**config.mk**
```make
export PLATFORM = sky130hd
export DESIGN_NAME = stall_controller
export DESIGN_NICKNAME = d
export VERILOG_FILES = /design/src/rtl/cpu_ctrl_pkg.sv /design/src/rtl/hazard_detect.sv /design/src/rtl/stall_controller.sv
export SDC_FILE = /design/constraint.sdc
export NUM_CORES = 1
export LEC_CHECK = 0
export BUFFER_PORTS_ARGS = -buffer_cell sky130_fd_sc_hd__buf_4
export CORE_ASPECT_RATIO = 1.1
export CORE_MARGIN = 10
export CORE_UTILIZATION = 34
export CTS_CLUSTER_DIAMETER = 60
export DETAILED_ROUTE_END_ITERATION = 10
export PLACE_DENSITY = 0.82
export SYNTH_ARGS = -nofsm -noshare
export SYNTH_HDL_FRONTEND = slang
export SYNTH_HIERARCHICAL = 1
export SYNTH_SLANG_ARGS = --single-unit
```
**constraint.sdc**
```tcl
create_clock -name clk_i -period 5.8 [get_ports clk_i]
set_input_delay 1.74 -clock clk_i [delete_from_list [all_inputs] [get_ports clk_i]]
set_output_delay 1.74 -clock clk_i [all_outputs]
set_load 0.1 [all_outputs]
```
**src/rtl/cpu_ctrl_pkg.sv**
```systemverilog
// Shared types and constants for the pipeline control logic.
//   state_e     : stall controller FSM states (RUN, MEM_WAIT)
//   REG_ADDR_W  : register-file address width
//   STALL_CNT_W : width of the stall-cycle counter
package cpu_ctrl_pkg;

    localparam int unsigned REG_ADDR_W  = 5;
    localparam int unsigned STALL_CNT_W = 32;

    typedef enum logic [0:0] {
        RUN      = 1'b0,
        MEM_WAIT = 1'b1
    } state_e;

endpackage

```
**src/rtl/hazard_detect.sv**
```systemverilog
// Combinational load-use hazard detector.
// A hazard exists when the instruction in EX is a load whose destination (not x0)
// is read by the instruction in ID.
// Ports:
//   mem_read_i : EX instruction is a load
//   ex_rd_i    : EX destination register
//   id_rs1_i   : ID source register 1
//   id_rs2_i   : ID source register 2
//   hazard_o   : load-use hazard present
module hazard_detect
    import cpu_ctrl_pkg::*;
(
    input  logic                  mem_read_i,
    input  logic [REG_ADDR_W-1:0] ex_rd_i,
    input  logic [REG_ADDR_W-1:0] id_rs1_i,
    input  logic [REG_ADDR_W-1:0] id_rs2_i,
    output logic                  hazard_o
);

    always_comb begin
        hazard_o = mem_read_i && (ex_rd_i != '0) &&
                   ((ex_rd_i == id_rs1_i) || (ex_rd_i == id_rs2_i));
    end

endmodule

```
**src/rtl/stall_controller.sv**
```systemverilog
// Pipeline stall controller: inserts load-use bubbles, freezes the back end on
// data-cache misses and delivers IF/ID flushes (deferring them across stalls).
// Optional feature: define STALL_CNT_EN to build a saturating stall-cycle counter;
// otherwise stall_cnt_o is tied to zero.
// Ports:
//   clk_i, rst_i            : clock, synchronous active-high reset
//   IDEX_MemRead_i, IDEX_Rd_i : load flag / destination of the EX instruction
//   IFID_Rs1_i, IFID_Rs2_i  : sources of the ID instruction
//   dcache_req_i/ack_i      : MEM-stage access valid / cache completed access
//   flush_i                 : taken-branch flush pulse
//   PCWrite_o, IFID_Write_o : PC and IF/ID enables
//   IFID_Flush_o            : clear IF/ID to a NOP
//   MUX_Control_select_o    : zero ID control signals (bubble)
//   pipe_stall_o            : freeze ID/EX, EX/MEM, MEM/WB
//   stall_cnt_o             : stall-cycle count
module stall_controller
    import cpu_ctrl_pkg::*;
(
    input  logic                   clk_i,
    input  logic                   rst_i,
    input  logic                   IDEX_MemRead_i,
    input  logic [REG_ADDR_W-1:0]  IDEX_Rd_i,
    input  logic [REG_ADDR_W-1:0]  IFID_Rs1_i,
    input  logic [REG_ADDR_W-1:0]  IFID_Rs2_i,
    input  logic                   dcache_req_i,
    input  logic                   dcache_ack_i,
    input  logic                   flush_i,
    output logic                   PCWrite_o,
    output logic                   IFID_Write_o,
    output logic                   IFID_Flush_o,
    output logic                   MUX_Control_select_o,
    output logic                   pipe_stall_o,
    output logic [STALL_CNT_W-1:0] stall_cnt_o
);

    state_e state_q, state_d;
    logic   flush_pend_q, flush_pend_d;
    logic   hazard;
    logic   miss;

    hazard_detect u_hazard_detect (
        .mem_read_i (IDEX_MemRead_i),
        .ex_rd_i    (IDEX_Rd_i),
        .id_rs1_i   (IFID_Rs1_i),
        .id_rs2_i   (IFID_Rs2_i),
        .hazard_o   (hazard)
    );

    assign miss = dcache_req_i && !dcache_ack_i;

    always_comb begin
        state_d              = state_q;
        flush_pend_d         = flush_pend_q;
        PCWrite_o            = 1'b1;
        IFID_Write_o         = 1'b1;
        IFID_Flush_o         = 1'b0;
        MUX_Control_select_o = 1'b0;
        pipe_stall_o         = 1'b0;

        unique case (state_q)
            RUN: begin
                if (miss) begin
                    // Miss wins over load-use; any flush waits for the release.
                    pipe_stall_o = 1'b1;
                    PCWrite_o    = 1'b0;
                    IFID_Write_o = 1'b0;
                    flush_pend_d = flush_pend_q | flush_i;
                    state_d      = MEM_WAIT;
                end else begin
                    IFID_Flush_o = flush_i | flush_pend_q;
                    flush_pend_d = 1'b0;
                    if (hazard) begin
                        MUX_Control_select_o = 1'b1;
                        IFID_Write_o         = 1'b0;
                        // A flush redirects fetch, so the PC must still advance.
                        PCWrite_o            = IFID_Flush_o;
                    end
                end
            end
            MEM_WAIT: begin
                // Ack cycle is released but still counts as MEM_WAIT: no hazard
                // check and no flush delivery until the following RUN cycle.
                flush_pend_d = flush_pend_q | flush_i;
                if (dcache_ack_i) begin
                    state_d = RUN;
                end else begin
                    pipe_stall_o = 1'b1;
                    PCWrite_o    = 1'b0;
                    IFID_Write_o = 1'b0;
                end
            end
            default: state_d = RUN;
        endcase
    end

    always_ff @(posedge clk_i) begin
        if (rst_i) begin
            state_q      <= RUN;
            flush_pend_q <= 1'b0;
        end else begin
            state_q      <= state_d;
            flush_pend_q <= flush_pend_d;
        end
    end

`ifdef STALL_CNT_EN
    logic [STALL_CNT_W-1:0] stall_cnt_q, stall_cnt_d;

    always_comb begin
        stall_cnt_d = stall_cnt_q;
        if ((pipe_stall_o || MUX_Control_select_o) && (stall_cnt_q != '1)) begin
            stall_cnt_d = stall_cnt_q + STALL_CNT_W'(1);
        end
    end

    always_ff @(posedge clk_i) begin
        if (rst_i) begin
            stall_cnt_q <= '0;
        end else begin
            stall_cnt_q <= stall_cnt_d;
        end
    end

    assign stall_cnt_o = stall_cnt_q;
`else
    assign stall_cnt_o = '0;
`endif

endmodule
```
# Word level (Yosys, flattened, before mapping)
# Cells that the tools add are included.
classes:
  bitwise_logic: 2
  mux: 17
  reduce_logical: 6
  n_eq_ne: 2
ops:
  columns: ["cell", "count"]
  rows:
  - ["1-bit two-way mux", 13]
  - ["5-bit == test", 2]
  - ["1-bit case mux with 2 select lines", 4]
  - ["5-bit nonzero test", 1]
  - ["1-bit logical AND", 3]
  - ["1-bit logical NOT", 1]
  - ["1-bit logical OR", 1]
  - ["1-bit inverter", 1]
  - ["1-bit bitwise OR", 1]
word_totals:
  regBits: 2
  elab_cells: 29
  output_inout_bits: 37

# Depth between registers and ports, before layout
logic_depth:
  word_depth: 6
  depth_mapped: 6
  depth_no_buf: 6

# Cells and area by module
# The synthesis kept the hierarchy.
by_module_without_submodules:
  columns: ["module", "cells_per_inst", "seq_area_each_um2", "area_each_um2", "instances"]
  rows:
  - ["stall_controller", 46, 40.0, 362.8, 1]
  - ["hazard_detect", 17, 0.0, 125.1, 1]

# Least setup slack after synthesis
# OpenSTA, ideal clock, no wires.
synth_timing:
  path_type: "in2out"
  start: "input IDEX_Rd_i[1]"
  end: "output PCWrite_o"
  n_path_buf: 0
  stages: 5
  t_arrival_ns: 4.015
  required_ns: 4.060
  path_slack_ns: 0.045
  path_cell_list: "or4_1 -> o21ai_1 -> a21oi_1 -> nor2b_1 -> a21oi_1"
synth_via:
  elab_chain_len: 6
synth_rtl:
  columns: ["element", "line", "source"]
  rows:
  - ["start, declared", "stall_controller.sv:22", "input logic [REG_ADDR_W-1:0] IDEX_Rd_i,"]
  - ["5-bit == test or 5-bit nonzero test (tied branches)", "hazard_detect.sv:22, hazard_detect.sv:21", null]
  - ["1-bit logical OR or 1-bit logical AND (tied branches)", "hazard_detect.sv:22, hazard_detect.sv:21", null]
  - ["1-bit logical AND *", "hazard_detect.sv:21", "hazard_o = mem_read_i && (ex_rd_i != '0) &&"]
  - ["named net hazard", "stall_controller.sv:38", "logic hazard;"]
  - ["1-bit two-way mux *", "stall_controller.sv:72", "if (hazard) begin"]
  - ["1-bit two-way mux *", "stall_controller.sv:62", "if (miss) begin"]
  - ["1-bit case mux with 2 select lines *", "stall_controller.sv:60", "unique case (state_q)"]
  - ["end, declared", "stall_controller.sv:28", "output logic PCWrite_o,"]
# The timed path passes the listed nets; every way through them passes the cells marked *.

# Worst setup path after layout
# Ends and elaborated chain as after synthesis.

==> results.txt <==
status: finished, final reports clean
Routed WL per cell: 12.6 microns
synth unique cells: 17
gr ovfl total: 0
H-tree depth: 1
Synth-to-Final Area Change: 21.8%
pwr dens: 305 nW/um^2
FMAX: 0.205 GHz
count leader, synth: buf_4
sequential share of the synthesized area: 8.21%
DP Area: 572 sq um
RSZ-0062 raised after global routing: false
Hold Crit Class: reg -> reg
min cycle time layout: 4.88 ns
drt initial violations: 4
Internal: 55.6 uW
hold violation total from the final report: 0
Comb pwr share: 75.0%
DRT antenna net count: 0
reg-to-reg slack, setup: 4.97 ns
vias after detailed routing: 399
CTS tree: done
first-pass GRT wire length: 2120 microns
mapped cell area: 488 sq um
Critical Path Source Type: primary input
P_leak: 0.000330 uW
drt pass-1 iters: 2
post-cts resize count: 0
slowest stage cell, crit path: or4_1
Core Box Area: 1370 sq um
Skew-Pair Late Insertion Delay: 0.22 ns
CP endpoint kind: output port
Initial Util: 35.7%
maximum buffer depth of the clock tree: 2
Synth Instances: 63
Clock Sinks: 2
setup violators final: 0
VDD IR max: 0.106 mV
die area: 3350 sq um
clock slew at reported path FFs: 0.03 ns
number of global-route vias before repair: 481
GPL Wtd Cong: 0.689
Synth Flop Type: dfxtp_1
Die W: 56.1 microns
fillers: 149
main area contributors after synthesis: buf_4 (49%), xor2_1 (11%), dfxtp_1 (8.2%), xnor2_1 (7.2%), o21ba_4 (3.3%)
# rows: 14
routed wire length: 1340 microns
worst endpoint data arrival time: 3.14 ns
switching power: 126 uW
synth cell count leaders: buf_4 (32), xor2_1 (6), xnor2_1 (4)
total negative slack: 0 ns
#FFs+latches synth: 2
EDFF count, synth: 0
crit-path max cell delay: 0.51 ns
synth warn: 6
Root Driver: clkbuf_4
delay-heaviest family, CP: simple AND/OR/NAND/NOR gates
CTS Buf Count: 3
share of the synthesized area in the top cell type: 49.2%
layout net count: 113
Synth Area per Inst: 7.75 sq um
crit path kind: in -> out
I/O Buffers: 25
Overall Global Routing Usage: 7.78%
clock skew: 0.00329 ns
layout cells sized above 1: 35.6%
initial antenna violation count: 0
hold slack final: 0.540 ns
Final Cycle Share: 84.1%
Switching Share: 69.3%
vias per inst: 3.76
largest area contributor in the netlist: buf_4
Buf+Inv Stages, Crit Path: 2
maxcap violations: 0
Die Y: 59.7 microns
Final HPWL DP: 1260 microns
Pins Over Slew Limit: 0
Hold Buf Count CTS: 0
Crit path required time: 4.06 ns
Seq pwr share: 8.4%
clock share of power: 16.6%
crit-path max FO: 3
fin area: 594 sq um
async set-reset flop share out of synthesis: 0%
# diodes: 0
largest net degree at the start of global routing: 5
Residual DRC: 0
I/O Pins: 58
setup bufs post-CTS: 0
cell-by-cell trace of the critical path: buf_4, or4_1, o21ai_1, a21oi_1, nor2b_1, a21oi_1, buf_4
-- cells by family after synthesis --
logic type,share of synthesized area (%)
buffers and inverters,50.0
XOR/XNOR,17.9
flip-flops,8.21
other,0.768
AND/OR/NAND/NOR,14.4
AO/OA/AOI/OAI,8.72
-- power by group through the flow --
stage	Sequential, uW	Combinational [uW]	Clock (uW)
4_1_cts	15.1	135	32.1
6_report	15.1	136	30.1
3_5_place_dp	15.2	135	0
2_1_floorplan	15.1	134	0
3_3_place_gp	15.2	134	0
5_1_grt	15.2	140	34.4
-- final cells by class --
type / instances / area [sq um] / area share, %
inverter: 1 / 3.75 / 0.632
clock buffer: 3 / 22.5 / 3.79
timing repair buffer: 25 / 188 / 31.6
sequential: 2 / 40.0 / 6.74
tap: 16 / 20.0 / 3.37
multi-input combinational: 59 / 320 / 53.9
-- per-stage QoR --
| stage | total power (uW) | utilization, % | setup slack (ns) | instances |
|---|---|---|---|---|
| floorplan | 149 | - | 0.0453 | 94 |
| global placement | 150 | 41.8 | 0.931 | 103 |
| detailed placement | 150 | 41.8 | 0.921 | 103 |
| CTS | 182 | 43.5 | 0.920 | 106 |
| global route | 190 | 43.5 | 0.782 | 106 |
| finish | 181 | 43.5 | 0.922 | 106 |
-- worst paths after layout --
kind                                   start      endpoint  depth (start not counted)
worst max register to register       state_q       state_q                          2
worst min-delay path            flush_pend_q  flush_pend_q                          1
worst max-delay path            IDEX_Rd_i[1]     PCWrite_o                          7
worst min register to register  flush_pend_q  flush_pend_q                          1
-- per-layer routing --
layer / share of wire, % / global-route usage, %
met1: 29 / 5.21
met2: 57 / 15.5
met3: 14 / 5.93
met4: 0 / 3.09
met5: 0 / 0
-- layout by cell type (no fill, tap or decap), types with 3 or more instances in the layout --
cell | Yosys | final
xnor2_1 | 4 | 4
xor2_1 | 6 | 6
nor3_1 | 3 | 3
buf_4 | 32 | 25
conb_1 | 1 | 32
clkbuf_4 | 0 | 3
-- flip-flops by register name (all words and copies together) (netlist names) --
register	count
flush_pend_q	1
state_q	1
No activity file was read; power rests on OpenSTA's default activity.
